### src/rtl/wb_display_queue.sv
// wb_display_queue: paces 32-bit CPU writeback values onto an 8-digit hex
// display. Values are queued (DEPTH entries), and each one is shown for at
// least DWELL_CYCLES clocks. Writes arriving while the queue is full are
// dropped and counted in a saturating counter.
//
// Optional feature: define LZB_EN for leading-zero blanking of the shown value.
//
// Ports:
//   clk, rst      clock (posedge), async active-high reset
//   wb_valid      writeback value present this cycle
//   wb_data       writeback value
//   wb_ready      combinational !full
//   digit         digit[i] = shown_value[4i+3:4i]
//   digit_blank   per-digit blank mask for the scanner (1 = blank)
//   disp_valid    a captured value is on display
//   occupancy     queued entries, not counting the shown value
//   drop_count    saturating count of rejected writes
module wb_display_queue #(
  parameter int unsigned DEPTH        = 4,
  parameter int unsigned DWELL_CYCLES = 100_000_000
) (
  input  logic                         clk,
  input  logic                         rst,
  input  logic                         wb_valid,
  input  logic [31:0]                  wb_data,
  output logic                         wb_ready,
  output logic [7:0][3:0]              digit,
  output logic [7:0]                   digit_blank,
  output logic                         disp_valid,
  output logic [$clog2(DEPTH+1)-1:0]   occupancy,
  output logic [7:0]                   drop_count
);

  localparam int unsigned PTR_W = $clog2(DEPTH);
  localparam int unsigned OCC_W = $clog2(DEPTH + 1);
  localparam int unsigned CNT_W = $clog2(DWELL_CYCLES) + 1;

  typedef enum logic [1:0] {
    IDLE = 2'd0,
    SHOW = 2'd1,
    HOLD = 2'd2
  } state_e;

  state_e                state_q, state_d;
  logic [CNT_W-1:0]      cnt_q, cnt_d;
  logic [31:0]           mem_q [DEPTH];
  logic [PTR_W-1:0]      wr_ptr_q, wr_ptr_d;
  logic [PTR_W-1:0]      rd_ptr_q, rd_ptr_d;
  logic [OCC_W-1:0]      occ_q, occ_d;
  logic [7:0]            drop_q, drop_d;
  logic [7:0][3:0]       digit_q, digit_d;
  logic [7:0]            blank_q, blank_d;
  logic                  disp_valid_q, disp_valid_d;

  logic                  full;
  logic                  push;
  logic                  pop;
  logic [31:0]           head;

  assign full     = (occ_q == OCC_W'(DEPTH));
  assign push     = wb_valid & ~full;
  assign head     = mem_q[rd_ptr_q];
  assign wb_ready = ~full;

`ifdef LZB_EN
  // Blank every digit above the most significant nonzero nibble; digit 0 always shown.
  function automatic logic [7:0] lzb_mask(input logic [31:0] v);
    logic [7:0] m;
    logic       seen;
    m    = 8'h00;
    seen = 1'b0;
    for (int i = 7; i >= 1; i--) begin
      if (v[4*i +: 4] != 4'h0) seen = 1'b1;
      m[i] = ~seen;
    end
    return m;
  endfunction
`endif

  // Display pacing FSM: decides when to pop the head into the digits.
  always_comb begin
    state_d = state_q;
    cnt_d   = cnt_q;
    pop     = 1'b0;
    unique case (state_q)
      IDLE: begin
        if (occ_q != '0) begin
          pop     = 1'b1;
          cnt_d   = '0;
          state_d = SHOW;
        end
      end
      SHOW: begin
        if (cnt_q == CNT_W'(DWELL_CYCLES - 1)) begin
          if (occ_q != '0) begin
            pop   = 1'b1;
            cnt_d = '0;
          end else begin
            state_d = HOLD;
          end
        end else begin
          cnt_d = cnt_q + CNT_W'(1);
        end
      end
      HOLD: begin
        if (occ_q != '0) begin
          pop     = 1'b1;
          cnt_d   = '0;
          state_d = SHOW;
        end
      end
      default: state_d = IDLE;
    endcase
  end

  // Queue bookkeeping, drop counter and display registers.
  always_comb begin
    wr_ptr_d     = wr_ptr_q;
    rd_ptr_d     = rd_ptr_q;
    occ_d        = occ_q;
    drop_d       = drop_q;
    digit_d      = digit_q;
    blank_d      = blank_q;
    disp_valid_d = disp_valid_q;

    if (push) wr_ptr_d = wr_ptr_q + PTR_W'(1);
    if (pop)  rd_ptr_d = rd_ptr_q + PTR_W'(1);

    unique case ({push, pop})
      2'b10:   occ_d = occ_q + OCC_W'(1);
      2'b01:   occ_d = occ_q - OCC_W'(1);
      default: occ_d = occ_q;
    endcase

    if (wb_valid && full && (drop_q != 8'hFF)) drop_d = drop_q + 8'd1;

    if (pop) begin
      digit_d      = head;
      disp_valid_d = 1'b1;
`ifdef LZB_EN
      blank_d      = lzb_mask(head);
`else
      blank_d      = 8'h00;
`endif
    end
  end

  always_ff @(posedge clk or posedge rst) begin
    if (rst) begin
      state_q      <= IDLE;
      cnt_q        <= '0;
      wr_ptr_q     <= '0;
      rd_ptr_q     <= '0;
      occ_q        <= '0;
      drop_q       <= '0;
      digit_q      <= {8{4'hF}};
      blank_q      <= 8'hFF;
      disp_valid_q <= 1'b0;
    end else begin
      state_q      <= state_d;
      cnt_q        <= cnt_d;
      wr_ptr_q     <= wr_ptr_d;
      rd_ptr_q     <= rd_ptr_d;
      occ_q        <= occ_d;
      drop_q       <= drop_d;
      digit_q      <= digit_d;
      blank_q      <= blank_d;
      disp_valid_q <= disp_valid_d;
    end
  end

  // Storage needs no reset: pointers and occupancy define what is valid.
  always_ff @(posedge clk) begin
    if (push) mem_q[wr_ptr_q] <= wb_data;
  end

  assign digit       = digit_q;
  assign digit_blank = blank_q;
  assign disp_valid  = disp_valid_q;
  assign occupancy   = occ_q;
  assign drop_count  = drop_q;

endmodule

### config.mk
export PLATFORM = sky130hd
export DESIGN_NAME = wb_display_queue
export DESIGN_NICKNAME = d
export VERILOG_FILES = /design/src/rtl/wb_display_queue.sv
export SDC_FILE = /design/constraint.sdc
export NUM_CORES = 1
export LEC_CHECK = 0
export CAP_MARGIN = 30
export CORE_ASPECT_RATIO = 1.75
export CORE_MARGIN = 1.5
export CORE_UTILIZATION = 39
export DETAILED_ROUTE_END_ITERATION = 10
export PLACE_DENSITY = 0.64
export SLEW_MARGIN = 20
export SYNTH_ARGS = -nofsm -noshare
export SYNTH_HDL_FRONTEND = slang
export SYNTH_SLANG_ARGS = --single-unit
### constraint.sdc
create_clock -name clk -period 6.47 [get_ports clk]
set_input_delay 0.9705 -clock clk [delete_from_list [all_inputs] [get_ports clk]]
set_output_delay 0.9705 -clock clk [all_outputs]
set_load 0.01 [all_outputs]
# == After elaboration in Yosys (flattened, before gate mapping) ==
# Memory sizes are Yosys's and may differ from the RTL's. A register that Yosys moved wholly into a read port is not among the register bits.
# Index checks and enable logic that the tools add are counted.
# word_totals
reg_bits,54
mem_bits_rw,128
in_bits,35
out_inout_bits,53
elab_cells,48
memories,1
# memory_table
memory,words,word_bits,read_ports,rd_clocked_by_memory_dff,write_ports,line_no,source
mem_q,4,32,1,1,1,46,logic [31:0] mem_q [DEPTH];
# op_classes
addsub,6
eq_ne,10
mux,13
bitwise_logic,2
reduce_logical,8
# ops
operator,count
2-to-1 mux 28 bit,2
one-hot mux 28 bit (2 select lines),1
adder 28 x 1 -> 28 bit (second input constant),1
== test 28 x 27 -> 1 bit (second input constant),1
adder 8 x 1 -> 8 bit (second input constant),1
inequality test 8 bit (second input constant),1
2-to-1 mux 2 bit,3
one-hot mux 3 bit (2 select lines),1
adder 2 x 1 -> 2 bit (second input constant),2
== test 2 x 1 -> 1 bit (second input constant),2
== test 2 bit (second input constant),2
2-to-1 mux 1 bit,4
inequality test 2 bit (second input constant),2
one-hot mux 2 bit (2 select lines),1
nonzero test 2 bit,2
adder 3 x 1 -> 3 bit (second input constant),1
== test 3 bit (second input constant),1
AND reduction 3 bit,1
nonzero test 3 bit,1
subtractor 3 x 1 -> 3 bit (second input constant),1
logical AND 1 bit,2
zero test 2 bit,1
inequality test 2 x 1 -> 1 bit (second input constant),1
one-hot mux 1 bit (2 select lines),1
other kinds (3),3

# == Longest topological paths before layout ==
# Gate-level depths: netlist (run 1).
# logic_depth
word_depth,6
mapped_depth,13
ltp_nobuf,11

# == Least setup slack after synthesis (run 1) ==
# No wires, ideal clock.
# synth_path
path_type,register to register
from,register cnt_q[9]
to,"register occ_q[2], in the netlist occupancy[2]"
setup_ps,79
t_arrival_ps,2855
required_time_ps,6391
setup_slack_ps,3535
stages_incl_launch_ff,14
n_path_buf,3
synth_period_minus_slack_ps,2935
cell_sequence,dfrtp_1 -> buf_2 -> nand4bb_1 -> or4_1 -> buf_2 -> o31a_4 -> inv_8 -> buf_12 -> ha_1 -> inv_1 -> fa_1 -> xor2_1 -> nor2_1 -> xor2_1
# synth_via
elab_chain_len,5
elab_cells_between_ends,7
classes_between,eq/ne (3); mux (3); reduce/logical (1)
# synth_lines
element,line_no,source
start: declaration,45,"logic [CNT_W-1:0] cnt_q, cnt_d;"
start signal: assignment,161,cnt_q <= cnt_d;
== test 28 x 27 -> 1 bit (*),94,if (cnt_q == CNT_W'(DWELL_CYCLES - 1)) begin
2-to-1 mux 1 bit (*),94,
one-hot mux 1 bit (2 select lines) (*),85,unique case (state_q)
named net pop,57,logic pop;
== test 2 x 1 -> 1 bit / == test 2 bit (equally long branches),129,"unique case ({push, pop})"
one-hot mux 3 bit (2 select lines) / nonzero test 2 bit (equally long branches),--,
end signal: assignment,154,occ_q <= '0;
end signal: assignment,164,occ_q <= occ_d;
end: declaration,49,"logic [OCC_W-1:0] occ_q, occ_d;"
# The timed path passes the listed nets; every way through them passes the cells marked *.
# A chain may end at the register's enable or synchronous reset.

# == Worst setup path after layout (run 1) ==
# layout_path
from,register cnt_q[11]
to,"register occ_q[2], in the netlist occupancy[2]"
# layout_via
elab_chain_len,5
elab_cells_between_ends,7
classes_between,eq/ne (3); mux (3); reduce/logical (1)
# layout_lines
element,line_no
== test 28 x 27 -> 1 bit (*),94
2-to-1 mux 1 bit (*),94
one-hot mux 1 bit (2 select lines) (*),85
== test 2 x 1 -> 1 bit / == test 2 bit (equally long branches),129
one-hot mux 3 bit (2 select lines) / nonzero test 2 bit (equally long branches),--
# Every way passes the cells marked *; elsewhere a longest branch is shown, timed or not.

==> run_results.csv, run 1 <==
group,metric,value,unit
route,wl_met1,6460,um
power,p_sw,0.871,mW
cells_and_area,stdcell_count,918,
yosys,synth_seq_area_share,0.676,
timing,max_freq,306,MHz
cells_and_area,n_antenna_cell,0,
floorplanning,fp-row-count,72,
placement,place_hpwl,11300,um
timing,fin_skew,0.0106,ns
critical_path,critPathCapture,"occupancy[2]",
cells_and_area,final_common_cell,"edfxtp_1",
route,firstDrtPassIters,4,
floorplanning,fp.dieW,116,um
cells_and_area,drive_above_1_share,0.244,
critical_path,crit_required,6.88,ns
yosys,yosys.area_share.simple,0.0687,
critical_path,r2r_cells,10,
critical_path,r2r_end,"occupancy[2]",
route,drc,0,
timing,setup_tns,0,ns
cts,clockBufferDepth,3,
critical_path,crit_path_end_kind,"flop",
timing,fin_crit,3.27,ns
timing,slew_headroom,0.395,
yosys,synth_area_per_cell,16.5,um^2
power,seqPwrFrac,0.511,
cts,cts_setup_buffers,0,
cells_and_area,nFillCells,1924,
yosys,yosys_register_bits,207,
timing,hold_viol,0,
yosys,synth_cell_types,59,
floorplanning,core_area,22000,um^2
critical_path,rrSetupSlack,3.20,ns
grt,grt_pass1_wl,28100,um
cells_and_area,final_nets,651,
route,top_layer,"met4",
cts,root_buffer,"clkbuf_16",
run_status,status,"finished clean",
yosys,synth_compound_area_frac,0.0524,
cts,h-tree-depth,1,
yosys,yosysWarnings,0,
cells_and_area,fin_util,0.475,
critical_path,worstSetupStartpointType,"flop",
route,drt.antenna.violating_nets,0,
cts,path_clk_slew,0.07,ns
route,route.met3.wl,743,um
power,pwr-share-clk,0.337,
min_path,hold_depth,1,
cts,cts_tree,"yes",
critical_path,critPathMaxFanout,36,
timing,rsz0062_at_grt,"false",
route,num_vias,4816,
yosys,synth_area,8670,um^2
yosys,synth_top_family_by_area,"multiplexers",
floorplanning,io_pins,88,
route,wl_per_cell,19.0,um
yosys,synth_edf_count,128,
critical_path,path_class,"flop to flop",
grt,grt_max_degree,72,
power,ir_worst_vdd,0.190,mV
power,power_density,331,nW/um^2
timing,maxSlewViolCount,0,
power,p_int,2.59,mW
placement,routabilityCongestion,0.817,
cells_and_area,final_cell_mix,"128 x edfxtp_1, 87 x clkdlybuf4s50_1, 44 x dfrtp_1",
grt,grt_pass1_vias,5270,
power,comb_power_share,0.151,
placement,port_buffers,87,
timing,worstMarginPinSlew,0.907,ns
cts,clock-sinks,207,
cts,hold_buffers,0,
route,drt-initial-drc-count,310,
cts,cts_resized,0,
yosys,syn_inst,525,
floorplanning,start_util,0.395,
min_path,hp-class,"flop to flop",
placement,dpl.cell_count,881,
floorplanning,die-area,23200,um^2
critical_path,worst_ep_arrival_time,3.69,ns
yosys,synthMuxAreaShare,0.143,
grt,overflow,0,
power,total_power,3.46,mW
timing,fin_crit_sh,0.506,
route,wl_met2,9770,um
floorplanning,fp.dieH,200,um
placement,post-place-ws,3.19,ns
yosys,async_reset_ff_frac,0.382,
timing,setup_viol,0,
grt,track_usage,0.156,
yosys,synth_fp_nets,568,
grt,antenna_found_initial,0,
critical_path,crit_start,"cnt_q[11]",
route,routed_wl,17500,um
power,p_leak,3.78,nW
cts,clk-insertion-delay-late,0.49,ns
power,swShare,0.252,
yosys,synth-adder-area-share,0.0124,
route,viasPerCell,5.25,
critical_path,r2r_start,"cnt_q[11]",
yosys,synth-xor-area-share,0.0170,
cells_and_area,syn_to_final_growth,20.4,%
yosys,yosys_most_used_dff,"edfxtp_1",
timing,finalWorstSetupSlack,3.20,ns
run,max_cap_viol_count,0,
cts,cts-buffers-inserted,20,
==> per-stage QoR <==
stage | hold WS [ns] | cell area (um^2)
6_report | 0.507 | 10400
5_1_grt | 0.533 | 10400
4_1_cts | 0.515 | 10400
3_5_place_dp | 0.501 | 9760
3_3_place_gp | 0.487 | 9750
2_1_floorplan | 0.472 | 8670
==> per-layer routing <==
| layer | up-vias | global-route usage |
|---|---|---|
| met1 | 2478 | 0.177 |
| met3 | 30 | 0.0230 |
| li1 | 2183 | - |
| met2 | 125 | 0.289 |
| met4 | 0 | 0.0553 |
| met5 | - | 0 |
==> power groups by stage <==
stage               Clock (mW)  Sequential [mW]  Combinational, mW
CTS                       1.20             1.77              0.538
floorplan                    0             1.77              0.311
finish                    1.17             1.77              0.523
global route              1.24             1.79              0.574
global placement             0             1.78              0.519
detailed placement           0             1.80              0.537
==> critical path, stage by stage, from the launching register on <==
cell	delay, ns
dfrtp_1	0.44
nor4bb_1	0.52
nand4_1	0.36
o31a_4	0.48
inv_8	0.28
ha_1	0.25
inv_1	0.06
fa_1	0.37
xor2_1	0.15
nor2_1	0.11
xor2_1	0.15
==> registers in the layout (all words and copies together) (netlist names) <==
register and count:
disp_valid 1, state_q 2, drop_count 8, digit_blank 1, digit 32, cnt_q 28
wr_ptr_q 2, occupancy 3, mem_q 128, rd_ptr_q 2
==> synth_stat cells (4+ instances only) <==
| cell type | n | area [um^2] |
|---|---|---|
| clkbuf_1 | 18 | 67.6 |
| edfxtp_1 | 128 | 3840 |
| nand3_1 | 20 | 100 |
| and4_1 | 4 | 35.0 |
| ha_1 | 7 | 87.6 |
| and2_1 | 6 | 37.5 |
| xor2_1 | 7 | 61.3 |
| mux4_2 | 32 | 721 |
| a32o_1 | 4 | 40.0 |
| dfstp_2 | 33 | 867 |
| inv_1 | 14 | 52.6 |
| or4_1 | 6 | 45.0 |
| o211ai_1 | 7 | 52.6 |
| nor3_1 | 4 | 20.0 |
| a21oi_1 | 15 | 75.1 |
| dfrtp_1 | 46 | 1150 |
| mux2_2 | 7 | 78.8 |
| a22o_1 | 4 | 35.0 |
| o21ai_0 | 14 | 70.1 |
| nand4_1 | 10 | 62.6 |
| mux2i_1 | 5 | 50.1 |
| and3_1 | 6 | 37.5 |
| mux2_4 | 26 | 390 |
| nor2_1 | 7 | 26.3 |
| xnor2_1 | 8 | 70.1 |
| buf_4 | 8 | 60.1 |
| nand2_1 | 34 | 128 |
==> kinds of logic (layout without fill, tap and decap cells) <==
group | count (synthesis) | in the layout
adder cells (fa/ha/maj) | 8 | 8
XOR/XNOR | 16 | 16
buffers and inverters | 47 | 144
AND/OR/NAND/NOR | 111 | 111
multiplexers | 70 | 70
AO/OA/AOI/OAI | 66 | 66
flip-flops | 207 | 207
==> layout make-up <==
| class | count | area (um^2) | area share |
|---|---|---|---|
| clock inverter | 12 | 120 | 0.0115 |
| inverter | 16 | 68.8 | 0.00659 |
| multi-input combinational | 271 | 2550 | 0.245 |
| sequential | 207 | 5860 | 0.562 |
| tap | 296 | 370 | 0.0355 |
| clock buffer | 24 | 537 | 0.0514 |
| timing repair buffer | 92 | 928 | 0.0889 |
==> worst min path at each step <==
stage,start,endpoint
2_1_floorplan,cnt_q[7],cnt_q[7]
3_3_place_gp,cnt_q[7],cnt_q[7]
3_5_place_dp,disp_valid,disp_valid
4_1_cts,drop_count[4],drop_count[4]
5_1_grt,disp_valid,disp_valid
6_report,drop_count[7],drop_count[7]
Note: power is estimated with default switching activity, not from simulation.
==> run 2, diff against run 1 <==
==> constraint.sdc (replaced) <==
create_clock -name clk -period 3.4 [get_ports clk]
set_input_delay 0.51 -clock clk [delete_from_list [all_inputs] [get_ports clk]]
set_output_delay 0.51 -clock clk [all_outputs]
set_load 0.01 [all_outputs]
==> run 2 against run 1 <==
  * Final area rose by 0.74%
  * Largest cell class unchanged
  * Non-clock buffer count grew 6
  * Sequential power rose by 91%
==> run_results.csv, run 2 (synthesis gave the netlist of run 1 again) <==
group,metric,value,unit
grt,grt_pass1_wl,28800,um
cells_and_area,design_area,10500,um^2
route,drt-initial-drc-count,327,
cts,cts_setup_buffers,0,
cells_and_area,largest_reg_flops,128,
floorplanning,start_util,0.395,
run_status,status,"finished clean",
critical_path,worst_ep_arrival_time,3.35,ns
critical_path,crit_chain,"or3b_1 > or4_1 > o31a_4 > inv_8 > ha_1 > inv_1 > fa_1 > xor2_1 > nor2_1 > xor2_1",
cells_and_area,final_common_cell,"edfxtp_1",
power,ir_worst_vdd,0.518,mV
cells_and_area,final_cell_mix,"128 x edfxtp_1, 87 x clkdlybuf4s50_1, 44 x dfrtp_1",
critical_path,cp_common_cell,"xor2_1",
cells_and_area,fin_util,0.479,
timing,hold_viol,0,
timing,setup_viol,0,
timing,fin_crit,2.93,ns
placement,port_buffers,87,
critical_path,path_class,"flop to flop",
timing,maxSlewViolCount,0,
route,viasPerCell,5.27,
cells_and_area,final_nets,658,
grt,track_usage,0.160,
grt,grt_pass1_vias,5354,
floorplanning,die-area,23200,um^2
critical_path,crit_path_end_kind,"flop",
floorplanning,fp-row-count,72,
critical_path,crit_required,3.81,ns
timing,fin_crit_sh,0.862,
timing,fin_worst_hold_slack,0.458,ns
cts,clock-sinks,207,
floorplanning,core_area,22000,um^2
route,drc,0,
route,firstDrtPassIters,5,
route,drt.antenna.violating_nets,0,
placement,detailed_place.area,9830,um^2
cts,h-tree-depth,1,
route,routed_wl,18000,um
grt,antenna_found_initial,1,
critical_path,critPathMaxFanout,8,
cts,root_buffer,"clkbuf_16",
floorplanning,io_pins,88,
critical_path,r2r_cells,10,
cts,hold_buffers,0,
cts,cts-buffers-inserted,21,
route,num_vias,4876,
placement,routabilityCongestion,0.863,
cts,path_clk_slew,0.06,ns
placement,place_hpwl,11700,um
grt,overflow,0,
timing,setup_tns,0,ns
floorplanning,fp.dieH,200,um
cts,cts_resized,0,
grt,grt_max_degree,44,
timing,rsz0062_at_grt,"false",
critical_path,slowest_delay,0.57,ns
route,wl_per_cell,19.4,um
timing,max_freq,341,MHz
critical_path,worstSetupStartpointType,"flop",
timing,fin_skew,0.0175,ns
critical_path,cp_slowest_cell,"or4_1",
run,max_cap_viol_count,0,
power,total_power,6.67,mW
cts,cts_tree,"yes",
timing,worstMarginPinSlew,0.973,ns
cells_and_area,top_register,"mem_q",
cts,clockBufferDepth,3,
power,p_leak,3.81,nW
power,power_density,634,nW/um^2
cells_and_area,drive_above_1_share,0.250,
cts,clk-insertion-delay-late,0.49,ns
floorplanning,fp.dieW,116,um
timing,slew_headroom,0.346,
min_path,hp-class,"primary input to async pin",
cells_and_area,syn_to_final_growth,21.3,%
[run 2: cell types whose count changed in the layout (fill, tap and decap cells not counted), moves of 2 or more]
cell      delta
buf_12       +2
buf_4        +5
clkinv_2     -3
clkbuf_8     +3
[run 2: final timing paths]
path                            endpoint  slack, ns       start
setup / recovery            occupancy[2]       0.47   cnt_q[19]
hold / removal             drop_count[6]       0.46         rst
setup reg to reg            occupancy[2]       0.47   cnt_q[19]
hold reg to reg               disp_valid       0.49  disp_valid
max in group asynchronous      cnt_q[23]       2.09         rst
min in group clk              disp_valid       0.49  disp_valid
[run 2: stage by stage]
step | setup WS, ns | std cells
after floorplan | 0.465 | 525
after global placement | 0.535 | 888
after detailed placement | 0.484 | 888
after CTS | 0.466 | 925
after global routing | 0.298 | 926
final | 0.470 | 926
[run 2: layout make-up]
cell class / instances / area [um^2]
Fill cell: 1933 / 11500
Timing Repair Buffer: 98 / 978
Multi-Input combinational cell: 271 / 2550
Tap cell: 296 / 370
Antenna cell: 1 / 2.50
Inverter: 16 / 68.8
Clock inverter: 9 / 104
Sequential cell: 207 / 5860
Clock buffer: 28 / 582
[run 2: where the power goes]
| group | switching [mW] | internal (mW) |
|---|---|---|
| clock | 0.927 | 1.36 |
| sequential | 0.228 | 3.15 |
| combinational | 0.506 | 0.506 |
[run 2: critical path: cells and delay by family, from the launching register on]
| kind | cells | cell delay [ns] |
|---|---|---|
| buffers and inverters | 2 | 0.12 |
| adders and majority gates | 2 | 0.53 |
| and+or+nand+nor | 3 | 1.04 |
| DFF | 1 | 0.45 |
| AOI/OAI and AO/OA | 1 | 0.43 |
| xor gates and xnor gates | 2 | 0.30 |
[run 2: per-layer routing]
metal	wire length (um)	up-vias	GRT usage
met1	6440	2517	0.176
li1	-	2198	-
met2	10200	133	0.304
met3	916	28	0.0303
met5	0	-	0
met4	381	0	0.0492
==> run 3, diff against run 2 <==
--- a/config.mk
+++ b/config.mk
@@ -8,9 +8,9 @@
 export CAP_MARGIN = 30
 export CORE_ASPECT_RATIO = 1.75
 export CORE_MARGIN = 1.5
-export CORE_UTILIZATION = 39
+export CORE_UTILIZATION = 57
 export DETAILED_ROUTE_END_ITERATION = 10
-export PLACE_DENSITY = 0.64
+export PLACE_DENSITY = 0.86
 export SLEW_MARGIN = 20
 export SYNTH_ARGS = -nofsm -noshare
 export SYNTH_HDL_FRONTEND = slang
==> run 3 against run 2 <==
  * Wire length shrank 4.5%
  * Die area shrank 31%
  * Highest routed layer unchanged
  * Clock skew shrank 0.0047 ns
  * Clock power shrank 6%
  * Combinational power is essentially flat
==> run_results.csv, run 3 (synthesis gave the netlist of run 1 again) <==
group,metric,value,unit
run_status,status,"finished clean",
placement,post-place-ws,0.473,ns
cells_and_area,final_cell_mix,"128 x edfxtp_1, 87 x clkdlybuf4s50_1, 45 x dfrtp_1",
cells_and_area,n_antenna_cell,0,
floorplanning,fp.dieW,96.2,um
power,p_leak,3.81,nW
critical_path,slowest_delay,0.59,ns
power,total_power,6.55,mW
cells_and_area,nFillCells,914,
route,firstDrtPassIters,5,
power,swShare,0.249,
cts,cts_setup_buffers,0,
cts,hold_buffers,0,
critical_path,critPathMaxFanout,8,
power,p_sw,1.63,mW
floorplanning,core_area,14800,um^2
critical_path,crit_path_end_kind,"flop",
timing,fin_crit,2.95,ns
critical_path,cp_slowest_cell,"or4_1",
cells_and_area,syn_to_final_growth,19.0,%
min_path,hp-class,"primary input to async pin",
run,max_cap_viol_count,0,
grt,grt_pass1_vias,5305,
route,drc,0,
critical_path,worst_ep_arrival_time,3.35,ns
cts,h-tree-depth,1,
route,drt.antenna.violating_nets,0,
floorplanning,fp.dieH,166,um
grt,antenna_found_initial,0,
power,comb_power_share,0.156,
floorplanning,die-area,16000,um^2
timing,fin_crit_sh,0.869,
grt,overflow,0,
route,wl_per_cell,21.2,um
critical_path,crit_chain,"or3b_1 > or4_1 > o31a_4 > inv_8 > ha_1 > inv_1 > fa_1 > xor2_1 > nor2_1 > xor2_1",
critical_path,crit_required,3.80,ns
critical_path,path_buf_inv,2,
cts,root_buffer,"clkbuf_16",
cts,clockBufferDepth,3,
floorplanning,io_pins,88,
power,power_density,635,nW/um^2
cts,cts-buffers-inserted,19,
critical_path,cp_common_cell,"xor2_1",
critical_path,worstSetupStartpointType,"flop",
route,routed_wl,17200,um
placement,routabilityCongestion,0.854,
power,seqPwrFrac,0.516,
route,num_vias,4920,
power,p_int,4.91,mW
route,drt-initial-drc-count,301,
cts,cts_tree,"yes",
timing,setup_tns,0,ns
cells_and_area,final_nets,659,
timing,setup_viol,0,
timing,fin_skew,0.0129,ns
grt,grt_max_degree,37,
timing,fin_worst_hold_slack,0.446,ns
cts,cts_resized,0,
placement,port_buffers,87,
placement,place_hpwl,11100,um
route,viasPerCell,6.07,
timing,slew_headroom,0.536,
cells_and_area,drive_above_1_share,0.248,
timing,finalWorstSetupSlack,0.446,ns
timing,worstMarginPinSlew,0.690,ns
timing,hold_viol,0,
cts,clk-insertion-delay-late,0.48,ns
critical_path,path_class,"flop to flop",
critical_path,cp_top_family,"simple AND/OR/NAND/NOR gates",
cells_and_area,top_register,"mem_q",
power,pwr-share-clk,0.328,
floorplanning,start_util,0.584,
cells_and_area,final_common_cell,"edfxtp_1",
grt,grt_pass1_wl,27700,um
cells_and_area,largest_reg_flops,128,
timing,maxSlewViolCount,0,
timing,max_freq,339,MHz
cts,path_clk_slew,0.07,ns
cts,clock-sinks,207,
floorplanning,fp-row-count,59,
grt,track_usage,0.229,
timing,rsz0062_at_grt,"false",
power,ir_worst_vdd,0.519,mV
[run 3: cell count changes in the layout (fill, tap and decap cells not counted), sizes merged]
cell | before | now
buf | 11 | 14
bufinv | 2 | 3
diode | 1 | 0
clkinvlp | 4 | 1
clkbuf | 28 | 23
clkinv | 5 | 8
[run 3: area by class of cell]
cell class	count	area, um^2	share of cell area
tap	183	229	0.0222
inverter	16	68.8	0.00667
timing repair buffer	101	983	0.0953
sequential	207	5860	0.568
multi-input combinational	271	2550	0.247
clock inverter	10	131	0.0127
clock buffer	23	490	0.0475
[run 3: per-stage QoR]
step / instance area, um^2 / cells / utilization
finish: 10300 / 811 / 0.695
global route: 10300 / 811 / 0.695
CTS: 10300 / 810 / 0.694
detailed placement: 9680 / 777 / 0.652
global placement: 9680 / 777 / 0.652
floorplan: 8670 / 525 / -
[run 3: final timing paths]
check	cells past startpoint	to	start	slack, ns
max reg2reg	10	occupancy[2]	cnt_q[19]	0.45
min reg2reg	1	disp_valid	disp_valid	0.49
max in group asynchronous	3	digit[20]	rst	2.07
max	10	occupancy[2]	cnt_q[19]	0.45
min in group clk	1	disp_valid	disp_valid	0.49
min	2	cnt_q[2]	rst	0.45
[run 3: worst reg2reg max path, delay by kind of cell, from the launching register on]
family	cells	cell delay [ns]
AND/OR/NAND/NOR	3	1.06
adder cells (fa/ha/maj)	2	0.53
AO/OA/AOI/OAI	1	0.44
flip-flops	1	0.43
XOR/XNOR	2	0.30
buffers and inverters	2	0.12
[run 3: routing by layer]
metal,share of wire,global-route usage,up-vias
met1,0.37,0.277,2492
met5,0,0,-
met3,0.046,0.0311,58
met2,0.55,0.402,177
met4,0.038,0.0972,0
li1,-,-,2193
[run 3: power by group through the flow]
stage | Combinational [mW] | Sequential, mW | Clock (mW)
6_report | 1.02 | 3.38 | 2.15
5_1_grt | 1.10 | 3.42 | 2.28
4_1_cts | 1.03 | 3.38 | 2.19
3_5_place_dp | 1.02 | 3.43 | 0
3_3_place_gp | 0.968 | 3.38 | 0
2_1_floorplan | 0.592 | 3.38 | 0
